--- config.mk ---
export PLATFORM = sky130hd
export DESIGN_NAME = lbp_engine_param
export DESIGN_NICKNAME = d
export VERILOG_FILES = /design/src/rtl/lbp_pkg.sv /design/src/rtl/lbp_window.sv /design/src/rtl/lbp_engine_param.sv
export SDC_FILE = /design/constraint.sdc
export NUM_CORES = 1
export LEC_CHECK = 0
export CORE_MARGIN = 2
export CORE_UTILIZATION = 35
export DETAILED_ROUTE_END_ITERATION = 6
export SYNTH_ARGS = -nofsm -noshare
export SYNTH_HDL_FRONTEND = slang
export SYNTH_SLANG_ARGS = --single-unit
--- constraint.sdc ---
create_clock -name clk -period 5.75 [get_ports clk]
set_input_delay 0.8625 -clock clk [delete_from_list [all_inputs] [get_ports clk]]
set_output_delay 0.8625 -clock clk [all_outputs]
set_load 0.05 [all_outputs]
--- src/rtl/lbp_pkg.sv ---
// Shared definitions for the parametrised LBP engine.
// Holds the engine state type, the bit position of every neighbour inside
// the 8-bit LBP code, and the single-neighbour compare function used by
// the window.
package lbp_pkg;

  typedef enum logic [2:0] {
    ST_IDLE,
    ST_FILL,
    ST_SLIDE,
    ST_OUT,
    ST_DONE
  } lbp_state_t;

  // Bit position of each neighbour in the LBP code.
  localparam int LBP_B_TL = 0;
  localparam int LBP_B_T  = 1;
  localparam int LBP_B_TR = 2;
  localparam int LBP_B_L  = 3;
  localparam int LBP_B_R  = 4;
  localparam int LBP_B_BL = 5;
  localparam int LBP_B_B  = 6;
  localparam int LBP_B_BR = 7;

  // Widest pixel the compare function accepts; narrower pixels are
  // zero-extended by the caller.
  localparam int LBP_PIX_MAX = 16;

  // Neighbour test. The limit carries one extra bit so that C+thr never
  // wraps: a bright centre with a non-zero threshold yields 0, not a
  // spurious 1.
  function automatic logic lbp_cmp(input logic [LBP_PIX_MAX-1:0] n,
                                   input logic [LBP_PIX_MAX-1:0] c,
                                   input logic [LBP_PIX_MAX-1:0] thr,
                                   input logic                   mode);
    logic [LBP_PIX_MAX:0] lim;
    lim = {1'b0, c} + (mode ? {1'b0, thr} : {(LBP_PIX_MAX+1){1'b0}});
    return ({1'b0, n} >= lim);
  endfunction

endpackage

--- src/rtl/lbp_window.sv ---
// 3x3 pixel window for the LBP engine.
// Ports:
//   clk, reset          clock, asynchronous active-high reset (clears window)
//   shift_en            move every column one place left (right column kept)
//   load_en             write load_data into [load_row][load_col]
//   load_row, load_col  target cell: row 0=top..2=bottom, col 0=left..2=right
//   load_data           pixel to write
//   mode, thr           compare mode and threshold
//   code                LBP code of the window as it will be after this edge
// The code is taken from the next-state view of the window so that the
// final pixel of a window can be captured and the code registered on the
// same clock edge.
module lbp_window
  import lbp_pkg::*;
#(
  parameter int PIX_W = 8
) (
  input  logic             clk,
  input  logic             reset,
  input  logic             shift_en,
  input  logic             load_en,
  input  logic [1:0]       load_row,
  input  logic [1:0]       load_col,
  input  logic [PIX_W-1:0] load_data,
  input  logic             mode,
  input  logic [PIX_W-1:0] thr,
  output logic [7:0]       code
);

  localparam int LW = LBP_PIX_MAX;

  logic [PIX_W-1:0] win_q [3][3];
  logic [PIX_W-1:0] win_d [3][3];
  logic [LW-1:0]    cen;
  logic [LW-1:0]    thr_x;

  always_comb begin
    win_d = win_q;
    if (shift_en) begin
      for (int r = 0; r < 3; r++) begin
        win_d[r][0] = win_q[r][1];
        win_d[r][1] = win_q[r][2];
      end
    end
    if (load_en) begin
      win_d[load_row][load_col] = load_data;
    end
  end

  always_ff @(posedge clk or posedge reset) begin
    if (reset) begin
      for (int r = 0; r < 3; r++) begin
        for (int c = 0; c < 3; c++) begin
          win_q[r][c] <= '0;
        end
      end
    end else begin
      win_q <= win_d;
    end
  end

  assign cen   = LW'(win_d[1][1]);
  assign thr_x = LW'(thr);

  assign code[LBP_B_TL] = lbp_cmp(LW'(win_d[0][0]), cen, thr_x, mode);
  assign code[LBP_B_T]  = lbp_cmp(LW'(win_d[0][1]), cen, thr_x, mode);
  assign code[LBP_B_TR] = lbp_cmp(LW'(win_d[0][2]), cen, thr_x, mode);
  assign code[LBP_B_L]  = lbp_cmp(LW'(win_d[1][0]), cen, thr_x, mode);
  assign code[LBP_B_R]  = lbp_cmp(LW'(win_d[1][2]), cen, thr_x, mode);
  assign code[LBP_B_BL] = lbp_cmp(LW'(win_d[2][0]), cen, thr_x, mode);
  assign code[LBP_B_B]  = lbp_cmp(LW'(win_d[2][1]), cen, thr_x, mode);
  assign code[LBP_B_BR] = lbp_cmp(LW'(win_d[2][2]), cen, thr_x, mode);

endmodule

--- src/rtl/lbp_engine_param.sv ---
// Local Binary Pattern engine for an IMG_W x IMG_H grayscale frame.
// Reads pixels through a 1-cycle-latency memory port, keeps a sliding 3x3
// window (9 reads on the first pixel of a row, 3 per pixel after that) and
// hands out one LBP code per interior pixel over a ready/valid port.
// Ports:
//   clk, reset          clock, asynchronous active-high reset
//   gray_ready          start a frame (sampled only in IDLE)
//   gray_req, gray_addr pixel read request and address
//   gray_data           pixel data, one cycle after the request
//   mode, thr           compare mode and threshold, latched at frame start
//   lbp_addr, lbp_data  result address and code
//   lbp_valid, lbp_ready result handshake
//   finish              frame complete, held until reset
module lbp_engine_param
  import lbp_pkg::*;
#(
  parameter int IMG_W  = 128,
  parameter int IMG_H  = 128,
  parameter int PIX_W  = 8,
  parameter int ADDR_W = 14
) (
  input  logic              clk,
  input  logic              reset,
  input  logic              gray_ready,
  output logic              gray_req,
  output logic [ADDR_W-1:0] gray_addr,
  input  logic [PIX_W-1:0]  gray_data,
  input  logic              mode,
  input  logic [PIX_W-1:0]  thr,
  output logic [ADDR_W-1:0] lbp_addr,
  output logic [7:0]        lbp_data,
  output logic              lbp_valid,
  input  logic              lbp_ready,
  output logic              finish
);

  lbp_state_t        state, next_state;

  logic [ADDR_W-1:0] row;
  logic [ADDR_W-1:0] col;
  logic [ADDR_W-1:0] top_base;   // (row-1)*IMG_W, accumulated per row
  logic              mode_q;
  logic [PIX_W-1:0]  thr_q;

  // Issue sequencer: walks rows inside a column, then columns.
  logic              iss_busy;
  logic [1:0]        iss_r;
  logic [1:0]        iss_c;
  logic [ADDR_W-1:0] row_off;
  logic [ADDR_W-1:0] iss_addr;

  // Capture tag, one cycle behind the issue that produced the data.
  logic              cap_vld_p0;
  logic [1:0]        cap_r_p0;
  logic [1:0]        cap_c_p0;
  logic              cap_last;

  logic              shift_en;
  logic [7:0]        win_code;

  assign cap_last = cap_vld_p0 && (cap_r_p0 == 2'd2) && (cap_c_p0 == 2'd2);
  assign shift_en = (state == ST_OUT) && lbp_ready && (next_state == ST_SLIDE);

  always_comb begin
    case (iss_r)
      2'd0:    row_off = '0;
      2'd1:    row_off = ADDR_W'(IMG_W);
      default: row_off = ADDR_W'(2 * IMG_W);
    endcase
  end

  assign iss_addr = top_base + row_off + col + ADDR_W'(iss_c) - ADDR_W'(1);

  lbp_window #(.PIX_W(PIX_W)) u_window (
    .clk      (clk),
    .reset    (reset),
    .shift_en (shift_en),
    .load_en  (cap_vld_p0),
    .load_row (cap_r_p0),
    .load_col (cap_c_p0),
    .load_data(gray_data),
    .mode     (mode_q),
    .thr      (thr_q),
    .code     (win_code)
  );

  // State register
  always_ff @(posedge clk or posedge reset) begin
    if (reset) begin
      state <= ST_IDLE;
    end else begin
      state <= next_state;
    end
  end

  // Next-state logic
  always_comb begin
    next_state = state;
    case (state)
      ST_IDLE: begin
        if (gray_ready) next_state = ST_FILL;
      end
      ST_FILL, ST_SLIDE: begin
        if (cap_last) next_state = ST_OUT;
      end
      ST_OUT: begin
        if (lbp_ready) begin
          if (col < ADDR_W'(IMG_W - 2))      next_state = ST_SLIDE;
          else if (row < ADDR_W'(IMG_H - 2)) next_state = ST_FILL;
          else                               next_state = ST_DONE;
        end
      end
      ST_DONE: next_state = ST_DONE;
      default: next_state = ST_IDLE;
    endcase
  end

  // Outputs
  always_comb begin
    gray_req  = iss_busy;
    gray_addr = iss_busy ? iss_addr : '0;
    lbp_valid = (state == ST_OUT);
    finish    = (state == ST_DONE);
  end

  // Issue stage -> capture stage (_p0), position counters, result registers
  always_ff @(posedge clk or posedge reset) begin
    if (reset) begin
      row        <= ADDR_W'(1);
      col        <= ADDR_W'(1);
      top_base   <= '0;
      mode_q     <= 1'b0;
      thr_q      <= '0;
      iss_busy   <= 1'b0;
      iss_r      <= 2'd0;
      iss_c      <= 2'd0;
      cap_vld_p0 <= 1'b0;
      cap_r_p0   <= 2'd0;
      cap_c_p0   <= 2'd0;
      lbp_addr   <= '0;
      lbp_data   <= '0;
    end else begin
      cap_vld_p0 <= iss_busy;
      cap_r_p0   <= iss_r;
      cap_c_p0   <= iss_c;

      if (iss_busy) begin
        if (iss_r == 2'd2) begin
          iss_r <= 2'd0;
          if (iss_c == 2'd2) iss_busy <= 1'b0;
          else               iss_c    <= iss_c + 2'd1;
        end else begin
          iss_r <= iss_r + 2'd1;
        end
      end

      case (state)
        ST_IDLE: begin
          if (gray_ready) begin
            mode_q   <= mode;
            thr_q    <= thr;
            iss_busy <= 1'b1;
            iss_r    <= 2'd0;
            iss_c    <= 2'd0;
          end
        end
        ST_FILL, ST_SLIDE: begin
          if (cap_last) begin
            lbp_data <= win_code;
            lbp_addr <= top_base + ADDR_W'(IMG_W) + col;
          end
        end
        ST_OUT: begin
          if (next_state == ST_SLIDE) begin
            // Only the new right-hand column needs fetching.
            col      <= col + ADDR_W'(1);
            iss_busy <= 1'b1;
            iss_r    <= 2'd0;
            iss_c    <= 2'd2;
          end else if (next_state == ST_FILL) begin
            row      <= row + ADDR_W'(1);
            col      <= ADDR_W'(1);
            top_base <= top_base + ADDR_W'(IMG_W);
            iss_busy <= 1'b1;
            iss_r    <= 2'd0;
            iss_c    <= 2'd0;
          end
        end
        default: ;
      endcase
    end
  end

endmodule

==> reports/metrics.cfg <==
[status]
outcome=finished, final reports clean

[finish]
multi_input_comb_area_um2=5030
area_growth_pct=15.7
drive_gt1_share_pct=9.64
antenna_cells=0
seq_area_um2=3780
nets=1098
fillers=2525

[clocking]
cts_buffers=17
cts_tree=built
h-tree-depth=4
cts_resized=0
cts_hold_repair.buffers=0
cts.sinks=151
cts_post_setup_buffers_inserted=0
clock_path_buffers=2
clk_pin_slew_ns=0.06
clk_latency_ns=0.43
root_buffer=clkbuf_16

[global_route]
grt_pass1_wl_um=34000
grt_pass1_vias=6507
grt_start_max_net_pins=112
grtUsageTotal_pct=15.1
grt_antenna_before_repair=0
overflow=0

[logic_synthesis]
synthFlopType=dfrtp_1
synth-seq-cells=151
synth_nets=1056
synth.most_common_cell=dfrtp_1
synth-edff-count=0
ys_types=64
synth_top_family_by_area=adder cells
synthAdderAreaFrac_pct=16.0
ys_seq_area_share_pct=40.8
netlist_top_cells_area=dfrtp_1 40%, ha_1 13%, mux2i_1 5.8%
yosys.area_share.simple_pct=13.2
syn_area_um2=9280
yosys.area.top_type=dfrtp_1
yosys_warnings=0
synth_compound_area_share_pct=11.3
synthCells=930
async_flop_share_pct=100
netlist_top_cells_count=149 x dfrtp_1, 100 x ha_1, 85 x nand2_1
synth_xor_area_share_pct=3.59
synth_top_area_share_pct=40.2
synthMuxAreaShare_pct=10.2
synth_area_per_cell_um2=9.97

[hold_path]
min_from=row[10]
hold_class=reg2reg

[worst_setup_path]
crit_path_start=col[1]
cp_top_family=compound AO/OA/AOI/OAI gates
worst_r2r_startpoint=col[2]
crit_fanout=4
cp_num_buf_inv=3
endpoint_kind=primary output
crit_path_cell_trace=inv_1 > ha_1 > inv_1 > ha_1 > ha_1 > a21o_1 > a21o_1 > a2111oi_0 > nor3_1 > o31ai_1 > xnor2_1 > and2_1 > clkdlybuf4s50_1
cp_slowest_stage_delay_ns=0.80
crit_type=reg2out
cp-start-kind=flop
critPathSlowestCell=clkdlybuf4s50_1
cp.required_ns=4.89
crit_arrival_ns=4.34
crit_path_frequent_cell=ha_1

[die]
die_w_um=167
fp.dieH_um=167
die_area_um2=27800
core_area_um2=26100
fp-row-count=59
start_util_pct=35.6
ios=60

[drt]
firstDrtPassIters=4
drt_iter0_drc=361
via_per_inst=4.91
vias=6487
wl_per_cell_um=15.2
ant_nets=0
wirelength_um=20100
drc_errors=0

[timing]
setup_viol=0
rsz0062_at_grt=false
finClkSkew_ns=0.00980
timing.setup.tns_ns=0
max_slew_margin_pct=23.1
max_clock_freq_ghz=0.192
fin_crit_sh_pct=90.5
worst_pin_slew_ns=1.15
slew_viol_final=0
period_minus_slack_ns=5.20
hold_violations=0

[placed_design]
place_congestion=0.768
portBuffers=59
dp_hpwl_um=14800

[job]
cap_violations=0

[per-layer routing]
| layer | wire length (µm) | up-vias | global-route usage [%] |
|---|---|---|---|
| li1 | - | 3281 | - |
| met2 | 9230 | 79 | 23.7 |
| met4 | 279 | 0 | 4.31 |
| met1 | 10100 | 3111 | 21.3 |
| met5 | 0 | - | 0 |
| met3 | 438 | 16 | 3.02 |
[metrics by stage]
step / std cells / util, % / area [µm²] / hold slack, ns / setup slack [ns]
finish: 1320 / 41.2 / 10700 / 0.376 / 0.549
global route: 1320 / 41.2 / 10700 / 0.395 / 0.362
CTS: 1320 / 41.2 / 10700 / 0.382 / 0.581
detailed placement: 1288 / 39.0 / 10200 / 0.366 / 0.596
global placement: 1288 / 39.0 / 10200 / 0.366 / 0.725
floorplan: 930 / - / 9280 / 0.374 / 0.826
[cell type report]
type	count	share of cell area, %
well taps	335	3.91
multi-input cells	662	46.9
clock inverters	10	0.653
clock buffers	22	4.61
flip-flops and latches	151	35.2
inverters	72	2.58
repair buffers	68	6.13
[flip-flops by register name (all words and copies together) (netlist names), 2 cells and up]
name,count
u_window.win_q,72
col,14
lbp_addr,14
row,14
lbp_data,8
thr_q,8
top_base,7
state,3
cap_c_p0,2
cap_r_p0,2
iss_c,2
iss_r,2
[final timing paths]
kind                                 endpoint  slack (ns)  cells past startpoint
setup reg to reg                  lbp_data[0]        1.42                     15
hold / removal                        row[10]        0.38                      0
setup / recovery                gray_addr[13]        0.55                     13
hold reg to reg                       row[10]        0.38                      0
max in group asynchronous         lbp_addr[7]        3.51                      3
min in group asynchronous  u_window.win_q[62]        0.97                      2
[cells by family after synthesis]
logic type,after synthesis
adder cells (fa/ha/maj),117
multiplexers,88
AND/OR/NAND/NOR,246
buffers and inverters,117
XOR/XNOR,38
AO/OA/AOI/OAI,173
flip-flops,151
[cell usage in the layout, fill, tap and decap left out, types with 7 or more instances in the layout]
cell	Yosys	routed
a21o_1	20	20
a21oi_1	55	55
a31oi_1	10	10
and2_1	25	25
buf_4	3	9
clkbuf_16	0	17
clkdlybuf4s50_1	0	59
dfrtp_1	149	149
ha_1	100	100
inv_1	70	69
maj3_2	8	8
mux2_2	31	31
mux2i_1	54	54
nand2_1	85	85
nand2b_1	14	14
nand3_1	18	18
nor2_1	55	55
nor2b_1	7	7
nor3_1	10	10
o21a_1	12	12
o21ai_0	45	45
o21ai_1	8	8
xnor2_1	31	31
xor2_1	7	7
Power is left out: the tool's default activity adds up to more than one toggle a clock period on the data nets, which glitch-free logic cannot reach.
